--- src/rtl/gfx_blit_dma.sv ---
// 2D blitter: copies (or fills) a WxH rectangle from DRAM into VRAM, with masking and colour-key skip.
// Latency: copy SrcLatency+1 cycles/pixel, fill 1 cycle/pixel; stalls in WAIT_BUS while the VGA engine owns VRAM.
module gfx_blit_dma #(
    parameter int         SrcAddrWidth  = 15,
    parameter int         DstAddrWidth  = 16,
    parameter int         SrcLatency    = 2,
    parameter logic [7:0] DefaultStride = 8'd160
) (
    input  logic                    i_clk,
    input  logic                    i_rst_b,
    input  logic                    i_ce_b,
    input  logic                    i_we_b,
    input  logic [3:0]              i_reg_addr,
    input  logic [7:0]              i_reg_data,
    output logic [SrcAddrWidth-1:0] o_src_addr,
    output logic                    o_src_re_b,
    input  logic [7:0]              i_src_data,
    output logic [DstAddrWidth-1:0] o_dst_addr,
    output logic [7:0]              o_dst_data,
    output logic                    o_dst_we_b,
    input  logic                    i_free_vbus,
    output logic                    o_active,
    output logic                    o_addr_sel,
    output logic                    o_done
);

    typedef enum logic [2:0] {S_IDLE, S_READ, S_WAIT_BUS, S_WRITE, S_DONE} state_t;

    state_t state_q, state_d;

    logic [SrcAddrWidth-1:0] src_q, src_row_q, src_ptr_q;
    logic [DstAddrWidth-1:0] dst_q, dst_row_q, dst_ptr_q;
    logic [7:0] width_q, height_q, mask_q, dstride_q, sstride_q, value_q;
    logic [7:0] col_q, row_q, pix_q, pix_src;
    logic [2:0] lat_q;
    logic mode_q, keyen_q, go_q, active;
    logic wr_en, ctrl_wr, abort_wr, start_wr;
    logic last_read, col_wrap, last_pixel, key_hit;
    logic do_latch, do_capture, do_advance;
    state_t wr_or_wait, next_pix;

    assign active   = (state_q != S_IDLE);
    assign wr_en    = !i_ce_b && !i_we_b;
    assign ctrl_wr  = wr_en && (i_reg_addr == 4'd7);
    assign abort_wr = ctrl_wr && i_reg_data[7];
    assign start_wr = ctrl_wr && !i_reg_data[7] && !active;

    // CPU register file; only ABORT gets through while a blit is running.
    always_ff @(posedge i_clk or negedge i_rst_b) begin
        if (!i_rst_b) begin
            src_q     <= '0;
            dst_q     <= '0;
            width_q   <= '0;
            height_q  <= '0;
            mask_q    <= 8'hFF;
            mode_q    <= 1'b0;
            keyen_q   <= 1'b0;
            dstride_q <= DefaultStride;
            sstride_q <= DefaultStride;
            value_q   <= '0;
            go_q      <= 1'b0;
        end else begin
            go_q <= start_wr;
            if (wr_en && !active) begin
                case (i_reg_addr)
                    4'd0: src_q[7:0] <= i_reg_data;
                    4'd1: src_q[SrcAddrWidth-1:8] <= i_reg_data[SrcAddrWidth-9:0];
                    4'd2: dst_q[7:0] <= i_reg_data;
                    4'd3: dst_q[DstAddrWidth-1:8] <= i_reg_data[DstAddrWidth-9:0];
                    4'd4: width_q <= i_reg_data;
                    4'd5: height_q <= i_reg_data;
                    4'd6: mask_q <= i_reg_data;
                    4'd7: if (!i_reg_data[7]) begin
                        mode_q  <= i_reg_data[0];
                        keyen_q <= i_reg_data[1];
                    end
                    4'd8: dstride_q <= i_reg_data;
                    4'd9: sstride_q <= i_reg_data;
                    4'd10: value_q <= i_reg_data;
                    default: ;
                endcase
            end
        end
    end

    assign pix_src    = i_src_data & mask_q;
    assign key_hit    = keyen_q && !mode_q && (pix_src == (value_q & mask_q));
    assign last_read  = (lat_q == 3'(SrcLatency - 1));
    assign col_wrap   = ((col_q + 8'd1) == width_q);
    assign last_pixel = col_wrap && ((row_q + 8'd1) == height_q);
    // WAIT_BUS costs no cycle when the bus is already free.
    assign wr_or_wait = i_free_vbus ? S_WRITE : S_WAIT_BUS;
    assign next_pix   = last_pixel ? S_DONE : (mode_q ? wr_or_wait : S_READ);

    always_comb begin
        state_d    = state_q;
        do_latch   = 1'b0;
        do_capture = 1'b0;
        do_advance = 1'b0;
        case (state_q)
            S_IDLE: begin
                if (go_q) begin
                    if (width_q == 8'd0 || height_q == 8'd0) begin
                        state_d = S_DONE;
                    end else begin
                        do_latch = 1'b1;
                        state_d  = mode_q ? wr_or_wait : S_READ;
                    end
                end
            end
            S_READ: begin
                if (last_read) begin
                    do_capture = 1'b1;
                    if (key_hit) begin
                        do_advance = 1'b1;
                        state_d    = next_pix;
                    end else begin
                        state_d = wr_or_wait;
                    end
                end
            end
            S_WAIT_BUS: if (i_free_vbus) state_d = S_WRITE;
            S_WRITE: begin
                do_advance = 1'b1;
                state_d    = next_pix;
            end
            S_DONE:  state_d = S_IDLE;
            default: state_d = S_IDLE;
        endcase
        if (abort_wr && (state_q == S_READ || state_q == S_WAIT_BUS || state_q == S_WRITE))
            state_d = S_DONE;
    end

    always_ff @(posedge i_clk or negedge i_rst_b) begin
        if (!i_rst_b) state_q <= S_IDLE;
        else          state_q <= state_d;
    end

    always_ff @(posedge i_clk or negedge i_rst_b) begin
        if (!i_rst_b) begin
            col_q     <= '0;
            row_q     <= '0;
            src_row_q <= '0;
            src_ptr_q <= '0;
            dst_row_q <= '0;
            dst_ptr_q <= '0;
            pix_q     <= '0;
            lat_q     <= '0;
        end else begin
            if (state_q == S_READ && !last_read) lat_q <= lat_q + 3'd1;
            else                                 lat_q <= '0;
            if (do_latch) begin
                col_q     <= '0;
                row_q     <= '0;
                src_row_q <= src_q;
                src_ptr_q <= src_q;
                dst_row_q <= dst_q;
                dst_ptr_q <= dst_q;
                if (mode_q) pix_q <= value_q & mask_q;
            end
            if (do_capture) pix_q <= pix_src;
            if (do_advance) begin
                if (col_wrap) begin
                    col_q     <= '0;
                    row_q     <= row_q + 8'd1;
                    src_row_q <= src_row_q + SrcAddrWidth'(sstride_q);
                    src_ptr_q <= src_row_q + SrcAddrWidth'(sstride_q);
                    dst_row_q <= dst_row_q + DstAddrWidth'(dstride_q);
                    dst_ptr_q <= dst_row_q + DstAddrWidth'(dstride_q);
                end else begin
                    col_q     <= col_q + 8'd1;
                    src_ptr_q <= src_ptr_q + SrcAddrWidth'(1);
                    dst_ptr_q <= dst_ptr_q + DstAddrWidth'(1);
                end
            end
        end
    end

    assign o_src_addr = src_ptr_q;
    assign o_src_re_b = (state_q != S_READ);
    assign o_dst_addr = dst_ptr_q;
    assign o_dst_data = pix_q;
    assign o_dst_we_b = (state_q != S_WRITE);
    assign o_active   = active;
    assign o_addr_sel = active;
    assign o_done     = (state_q == S_DONE);

endmodule

--- config.mk ---
export PLATFORM = sky130hd
export DESIGN_NAME = gfx_blit_dma
export DESIGN_NICKNAME = d
export VERILOG_FILES = /design/src/rtl/gfx_blit_dma.sv
export SDC_FILE = /design/constraint.sdc
export NUM_CORES = 1
export LEC_CHECK = 0
export BUFFER_PORTS_ARGS = -buffer_cell sky130_fd_sc_hd__clkbuf_2
export CORE_MARGIN = 2
export CORE_UTILIZATION = 52
export DETAILED_ROUTE_END_ITERATION = 6
export PLACE_DENSITY = 0.7
export REMOVE_ABC_BUFFERS = 1
export SLEW_MARGIN = 5
export SYNTH_ARGS = -nofsm -noshare
export SYNTH_HDL_FRONTEND = slang
export SYNTH_SLANG_ARGS = --single-unit
--- constraint.sdc ---
create_clock -name i_clk -period 4.24 [get_ports i_clk]
set_input_delay 0.424 -clock i_clk [delete_from_list [all_inputs] [get_ports i_clk]]
set_output_delay 0.424 -clock i_clk [all_outputs]
set_load 0.02 [all_outputs]
[Yosys cells after proc, flatten, opt, wreduce, memory -nomap -nowiden]
Index checks and enable logic that the tools add are counted.
Widths: inputs -> output; s select.
Storage, ports and cells
  output and inout bits: 44
  register bits: 174
  word-level logic and storage cells: 136
  input port bits: 25
Operators by class
  mux-type cells: 40
  eq/ne operators: 23
  reduce and logical (&&, ||, !) cells: 41
  $add $sub $neg: 7
  bitwise logic cells: 3
Operators with widths (number)
  $mux 16: 6
  $mux 15: 6
  $mux 8: 9
  $eq 8x8->1: 3
  $mux 3: 8
  $reduce_and 2->1: 11
  $add 16x1->16 const B: 1
  $add 16x8->16: 1
  $add 8x1->8 const B: 2
  $and 8x8->8: 2
  $eq 4x3->1 const B: 4
  $logic_not 8->1: 2
  $add 15x1->15 const B: 1
  $add 15x8->15: 1
  $eq 4x4->1 const B: 3
  $pmux 3 s4: 1
  $logic_and 1x1->1: 11
  $ne 3x2->1 const B: 3
  $eq 4x2->1 const B: 2
  $mux 1: 8
  $eq 3x1->1 const B: 2
  $eq 3x2->1 const B: 2
  $logic_not 1->1: 6
  $reduce_and 3->1: 2
  13 further kinds: 17

[Depth between registers and ports, before layout]
Gate-level depths: netlist of the first run.
  word-level depth: 8
  gate-level depth with buffers: 12
  mapped depth without buffers: 10

[Least setup slack after synthesis of the first run]
Ideal clock, no wire load.
  path type: register to register
  start: register col_q[0]
  end: register src_row_q[9]
  required time: 4.114 ns
  stages on the path, launching flop included: 10
  library setup time: 0.126 ns
  clock period less this slack: 2.596 ns
  path slack: 1.644 ns
  data arrival time: 2.470 ns
  buffers on the path: 1
  cell sequence: dfrtp_1 -> ha_1 -> nand3_1 -> nand3b_1 -> nand4_1 -> nor4_4 -> and3_1 -> buf_6 -> mux2_2 -> a221o_1
On the way
  longest elaborated chain between the ends: 4
Ends and longest elaborated chain
  from (decl): line 34  | logic [7:0] col_q, row_q, pix_q, pix_src;
  from (signal assigned): line 171  | col_q <= col_q + 8'd1;
  $add 8x1->8: line 89  | assign col_wrap = ((col_q + 8'd1) == width_q);
  $eq 8x8->1: line 89
  $mux 15: line 163  | if (col_wrap) begin
  $mux 15: line 162  | if (do_advance) begin
  to (signal assigned): line 155  | src_row_q <= src_q;
  to (signal assigned): line 166  | src_row_q <= src_row_q + SrcAddrWidth'(sstride_q);
  to (decl): line 31  | logic [SrcAddrWidth-1:0] src_q, src_row_q, src_ptr_q;
Every way passes these cells.
A chain may end at the register's enable or synchronous reset.

[Final worst setup path of the first run]
  start: register col_q[0]
  end: register dst_row_q[15]
On the way
  longest elaborated chain between the ends: 4
Ends and longest elaborated chain
  $add 8x1->8: line 89
  $eq 8x8->1: line 89
  $mux 16: line 163
  $mux 16: line 162
  to (signal assigned): line 157  | dst_row_q <= dst_q;
  to (signal assigned): line 168  | dst_row_q <= dst_row_q + DstAddrWidth'(dstride_q);
  to (decl): line 32  | logic [DstAddrWidth-1:0] dst_q, dst_row_q, dst_ptr_q;
Every way passes these cells.

==> flow_metrics.tcl, run 1 <==
set metrics [dict create \
    drc_errors 0 \
    area_delta_synth_final_pct 11.1 \
    die_w_um 143 \
    crit_path_top_delay_cell "nor4_4" \
    cts_setup_buffers 0 \
    cts_tree "done" \
    post_cts_resize_count 0 \
    p_per_area_nw_per_um2 673 \
    fin_skew_ps 11.6 \
    status "finished, final reports clean" \
    yosys.area_share.adder_pct 3.15 \
    synth_mux_area_share_pct 11.8 \
    antenna_found_initial 0 \
    avgViaCountPerCell 5.94 \
    rows 50 \
    hold_path_class "primary input to asynchronous set/reset pin" \
    ir_worst_vdd_mv 0.416 \
    synth_simple_gate_area_share_pct 18.0 \
    slew_viol_final 0 \
    ios 69 \
    rsz0062_at_grt "no" \
    worst_pin_slew_ps 1100 \
    initial_core_util_pct 53.2 \
    synth_xor_area_share_pct 6.38 \
    grt_pass1_vias 7846 \
    synth.distinct_cells 78 \
    cts-root-to-sink-buffers 2 \
    ys_ff_latch 174 \
    drive_above_1_share_pct 21.7 \
    avgSynthCellArea_um2 9.78 \
    synthArstFlopShare_pct 100 \
    synth_top_area_share_pct 40.5 \
    fin_crit_ps 3270 \
    numClockSinks 174 \
    holdWs_ps 19.2 \
    max_slew_margin_pct 26.4 \
    total_leakage_power_uw 0.00513 \
    fin_nets 1123 \
    io_buffers 68 \
    cp-start-kind "register" \
    cts_made_buffers 17 \
    fin_tns_setup_ps 0 \
    clk_latency_ps 440 \
    dieArea_um2 20400 \
    crit_arrival_ps 3580 \
    critPathKind "register to register" \
    layout_setup_ws_ps 969 \
    cp_top_family "simple AND/OR/NAND/NOR gates" \
    n_fill_cell 1660 \
    grt_max_degree 81 \
    slowest_delay_ps 630 \
    path_clk_slew_ps 70 \
    cts_max_level 4 \
    synthCells 1024 \
    fmax_ghz 0.306 \
    finalCritPeriodShare_pct 77.2 \
    finalSetupViolCount 0 \
    required_ps 4550 \
    gp_congestion 0.904 \
    yosysTopAreaCell "dfrtp_1" \
    num_antenna_cells 0 \
    dp_slack_ps 1040 \
    dr.first_iter.drc_count 470 \
    path_buf_inv 1 \
    routed_wl_um 25500 \
    vias 7995 \
    track_usage_pct 26.2 \
    synth.area.top_cells "dfrtp_1 (40%), mux2_2 (9.4%), nand2_1 (5.7%)" \
    hpwl_um 17200 \
    die_height_um 143 \
    grt.overflow.total 0 \
    r2r_slack_ps 970 \
    yosysSeqAreaShare_pct 43.6 \
    seq_area_um2 4370 \
    synth_compound_area_share_pct 13.6 \
    cts_hold_buf 0 \
    grt_pass1_wl_um 41300 \
    coreArea_um2 18800 \
    synth_edf_count 0 \
    synthFlopType "dfrtp_1" \
    synth_warnings 0 \
    first_pass_iters 5 \
    power_uw 7490 \
    multi_input_area_um2 5310 \
    syn_area_um2 10000 \
    cts-root-buf "clkbuf_16" \
    ant_nets 0 \
    path_cells "ha_1 > nand3_1 > nand3b_1 > nand4_1 > nor4_4 > nand3_2 > buf_4 > a31oi_1 > o211ai_1" \
    cp-end-kind "register" \
    finalHoldViolCount 0 \
    wl_per_cell_um 18.9 \
    cp_max_fo 24 \
    synth_top_family_by_area "simple AND/OR/NAND/NOR gates" \
    cap_violations 0 \
]
-- stage by stage --
| stage | area, um2 | util (%) | cells |
|---|---|---|---|
| 3_3_place_gp | 10600 | 56.1 | 1315 |
| 3_5_place_dp | 10600 | 56.1 | 1315 |
| 4_1_cts | 11100 | 59.1 | 1347 |
| 5_1_grt | 11100 | 59.1 | 1347 |
| 6_report | 11100 | 59.1 | 1347 |
| 2_1_floorplan | 9760 | - | 971 |
-- layout make-up --
type	instances	area share, %
multi-input cells	774	47.7
flip-flops and latches	174	39.2
repair buffers	84	4.30
clock buffers	17	3.82
well taps	260	2.92
clock inverters	15	1.27
inverters	23	0.776
-- synthesized netlist by cell type, types with 6 or more instances --
library cell	number
a21o_1	11
a21oi_1	49
a221o_1	8
a31oi_1	18
and2_1	10
and3_1	18
buf_1	9
buf_2	7
clkbuf_1	27
dfrtp_1	162
dfstp_2	12
ha_1	22
inv_1	23
mux2_2	84
mux2i_1	22
nand2_1	153
nand2b_1	7
nand3_1	32
nand4_1	13
nor2_1	64
nor2b_1	9
nor3_1	11
nor3b_1	7
nor4_1	6
o211ai_1	9
o21a_1	6
o21ai_0	38
o21bai_1	9
or4_1	6
xnor2_1	41
xor2_1	32
-- per-layer routing --
layer / GRT usage, % / up-vias / wire length (um)
met5: 0 / - / 0
li1: - / 3745 / -
met4: 9.64 / 0 / 686
met2: 41.0 / 246 / 11700
met1: 36.4 / 3952 / 11800
met3: 5.00 / 52 / 1250
-- cell families after synthesis --
kind of cell | count (synthesis)
AOI/OAI and AO/OA | 205
xor gates and xnor gates | 73
adders and majority gates | 24
buffers and inverters | 76
DFF | 174
muxes | 107
and+or+nand+nor | 365
-- final timing paths --
path                             start       endpoint  cells past startpoint
setup / recovery              col_q[0]  dst_row_q[15]                      9
hold / removal                 i_rst_b       dst_q[5]                      1
setup reg to reg              col_q[0]  dst_row_q[15]                      9
hold reg to reg               lat_q[0]       lat_q[0]                      1
max in group asynchronous      i_rst_b   sstride_q[5]                      2
min in group i_clk         i_free_vbus     state_q[1]                      2
-- sequential cells by signal, summed over array words and instances, names as in the netlist, 15 cells and up --
register and count:
dst_row_q 16, src_row_q 15, dst_q 16, src_q 15, o_dst_addr 16, o_src_addr 15
-- where the power goes --
part,switching (uW),internal (uW),total (uW)
Combinational,1810,1370,3180
Clock,754,780,1530
Sequential,549,2230,2780
Total,3110,4380,7490
-- placed cells by master, fill, tap and decap left out, types with 9 or more instances in the layout --
master and instances:
a21o_1 11, nand4_1 13, nand2_1 153, ha_1 22, xnor2_1 41, a21oi_1 49
o211ai_1 9, inv_1 23, mux2_2 84, dfstp_2 12, nand3_1 31, and2_1 10
nor3_1 11, nor2_1 64, mux2i_1 22, o21ai_0 38, clkbuf_16 17, a31oi_1 18
o21bai_1 9, xor2_1 32, nor2b_1 9, dfrtp_1 162, clkbuf_2 67, and3_1 18
buf_4 15
No activity file was read; power rests on OpenSTA's default activity.
==> inputs of run 2 (changes only) <==
--- a/config.mk
+++ b/config.mk
@@ -5,11 +5,12 @@
 export SDC_FILE = /design/constraint.sdc
 export NUM_CORES = 1
 export LEC_CHECK = 0
+export ABC_AREA = 1
 export BUFFER_PORTS_ARGS = -buffer_cell sky130_fd_sc_hd__clkbuf_2
 export CORE_MARGIN = 2
 export CORE_UTILIZATION = 52
 export DETAILED_ROUTE_END_ITERATION = 6
-export PLACE_DENSITY = 0.7
+export PLACE_DENSITY = 0.73
 export REMOVE_ABC_BUFFERS = 1
 export SLEW_MARGIN = 5
 export SYNTH_ARGS = -nofsm -noshare
==> constraint.sdc (replaced) <==
create_clock -name i_clk -period 2.9 [get_ports i_clk]
set_input_delay 0.29 -clock i_clk [delete_from_list [all_inputs] [get_ports i_clk]]
set_output_delay 0.29 -clock i_clk [all_outputs]
set_load 0.02 [all_outputs]
==> flow_metrics.tcl, run 2 <==
set metrics [dict create \
    synthArstFlopShare_pct 100 \
    yosysSeqAreaShare_pct 43.7 \
    fin_util_pct 59.4 \
    required_ps 3180 \
    avgViaCountPerCell 5.57 \
    fin_nets 1464 \
    critPathMostFrequentCell "nand2_1" \
    combPwrFrac_pct 41.4 \
    crit_path_top_delay_cell "inv_1" \
    r2r_start "mask_q[4]" \
    synthTopCellsByCount "nand2_1 (404), o21ai_0 (191), dfrtp_1 (162), inv_1 (144), nand3_1 (101)" \
    num_antenna_cells 0 \
    synth.area.top_cells "dfrtp_1 (41%), nand2_1 (15%), o21ai_0 (9.6%)" \
    switchingPower_uw 4660 \
    synthCells 1356 \
    rows 50 \
    dr.first_iter.drc_count 887 \
    cts_tree "done" \
    fin_cells 1662 \
    slew_viol_final 0 \
    vias 9264 \
    initial_core_util_pct 53.3 \
    syn_area_um2 10000 \
    p_int_uw 6160 \
    mostFrequentLayoutCell "nand2_1" \
    grt.overflow.total 0 \
    area_delta_synth_final_pct 11.5 \
    ant_nets 0 \
    clk_latency_ps 440 \
    cts-root-buf "clkbuf_16" \
    critPathKind "register to register" \
    max_slew_margin_pct 40.2 \
    pwr-share-seq_pct 38.0 \
    avgSynthCellArea_um2 7.38 \
    fin_skew_ps 10.8 \
    finalCritPeriodShare_pct 86.7 \
    die_height_um 143 \
    p_sw_share_pct 43.0 \
    path_clk_slew_ps 70 \
    cap_violations 0 \
    rsz0062_at_grt "no" \
    routed_wl_um 26600 \
    cts_max_level 4 \
    finalSetupViolCount 0 \
    synth_edf_count 0 \
    grt_pass1_wl_um 43000 \
    p_per_area_nw_per_um2 970 \
    crit_arrival_ps 2800 \
    fin_crit_ps 2510 \
    cp_max_fo 15 \
    cp-end-kind "register" \
    antenna_found_initial 0 \
    ios 69 \
    n_fill_cell 1718 \
    grt_pass1_vias 8511 \
    cp-start-kind "register" \
    setup.worst_path.start "mask_q[4]" \
    path_cells "nand2_1 > nand2_1 > o21ai_0 > nor3_1 > nand3_1 > inv_1 > nand2_1 > nand2_2 > nor2_2 > inv_1 > o21ai_0" \
    dieArea_um2 20400 \
    drc_errors 0 \
    gp_congestion 0.901 \
    cts_made_buffers 17 \
    coreArea_um2 18800 \
    track_usage_pct 26.9 \
    layout_common_cells "nand2_1 (404), o21ai_0 (191), dfrtp_1 (162)" \
    synthFlopType "dfrtp_1" \
    synth_warnings 0 \
    slowest_delay_ps 560 \
    yosysMostFrequentCell "nand2_1" \
    total_leakage_power_uw 0.00556 \
    ys_ff_latch 174 \
    first_pass_iters 6 \
    clock_power_share_pct 20.6 \
    min_from "i_free_vbus" \
    ir_worst_vdd_mv 0.607 \
    worst_pin_slew_ps 891 \
    io_buffers 68 \
    finalHoldViolCount 0 \
    dp_cells 1629 \
    fmax_ghz 0.398 \
    wl_per_cell_um 16.0 \
    grt_max_degree 74 \
    cts_setup_buffers 0 \
    hold_path_class "primary input to register" \
    cts-root-to-sink-buffers 2 \
    hpwl_um 18100 \
    yosysTopAreaCell "dfrtp_1" \
    drive_above_1_share_pct 11.2 \
    synth_top_area_share_pct 40.5 \
    status "finished, final reports clean" \
    fin_tns_setup_ps 0 \
    synth.distinct_cells 45 \
    numClockSinks 174 \
    die_w_um 143 \
]
run 2: layout make-up:
cell class	count	area (um2)	area share, %
multi-input cells	986	4860	43.6
flip-flops and latches	174	4370	39.2
inverters	150	563	5.05
repair buffers	86	509	4.56
clock buffers	20	447	4.00
well taps	234	293	2.62
clock inverters	12	111	0.998
run 2: kinds of logic (layout without fill, tap and decap cells):
| family | count (synthesis) | in the layout | synth area share, % |
|---|---|---|---|
| AOI/OAI and AO/OA | 270 | 270 | 14.3 |
| and+or+nand+nor | 656 | 656 | 27.9 |
| buffers and inverters | 196 | 268 | 7.78 |
| xor gates and xnor gates | 36 | 36 | 3.15 |
| DFF | 174 | 174 | 43.7 |
| adders and majority gates | 24 | 24 | 3.15 |
run 2: timing repair:
action / in CTS / in global routing
resized for setup: 0 / 0
setup endpoints to repair: 0 / 0
hold endpoints to repair: 69 / 0
hold buffers: 1 / 0
run 2: layer usage:
| metal | GRT usage, % | wire length, um | up-vias |
|---|---|---|---|
| met1 | 38.8 | 12400 | 4363 |
| met4 | 7.35 | 468 | 0 |
| li1 | - | - | 4531 |
| met2 | 42.5 | 12000 | 330 |
| met3 | 4.19 | 1670 | 40 |
| met5 | 0 | 0 | - |
run 2: per-stage QoR:
stage | area [um2] | hold WS, ps | setup slack (ps) | total power (uW)
after floorplan | 9790 | -5.59 | -743 | 7190
after global placement | 10600 | 383 | 471 | 8440
after detailed placement | 10600 | 386 | 445 | 8550
after CTS | 11200 | 130 | 418 | 10800
after global routing | 11200 | 149 | 93.4 | 11700
final | 11200 | 141 | 386 | 10800
run 2: path summary, 6_finish.rpt:
kind / slack [ps] / end / cells past startpoint
hold reg to reg: 480 / lat_q[0] / 1
max in group asynchronous: 1620 / mask_q[6] / 3
setup / recovery: 390 / col_q[7] / 11
hold / removal: 140 / state_q[1] / 4
setup reg to reg: 390 / col_q[7] / 11
min in group asynchronous: 470 / o_dst_addr[10] / 2
run 2: worst max-delay path: cells and delay by family (launching register included):
kind,cells,cell delay [ps]
and+or+nand+nor,7,890
buffers and inverters,2,660
DFF,1,550
AOI/OAI and AO/OA,2,260
run 2: power groups by stage:
stage	clock network [uW]	logic, uW	registers (uW)
finish	2220	4480	4110
global route	2360	5070	4230
CTS	2240	4470	4100
detailed placement	0	4430	4130
global placement	0	4340	4100
floorplan	0	2920	4270
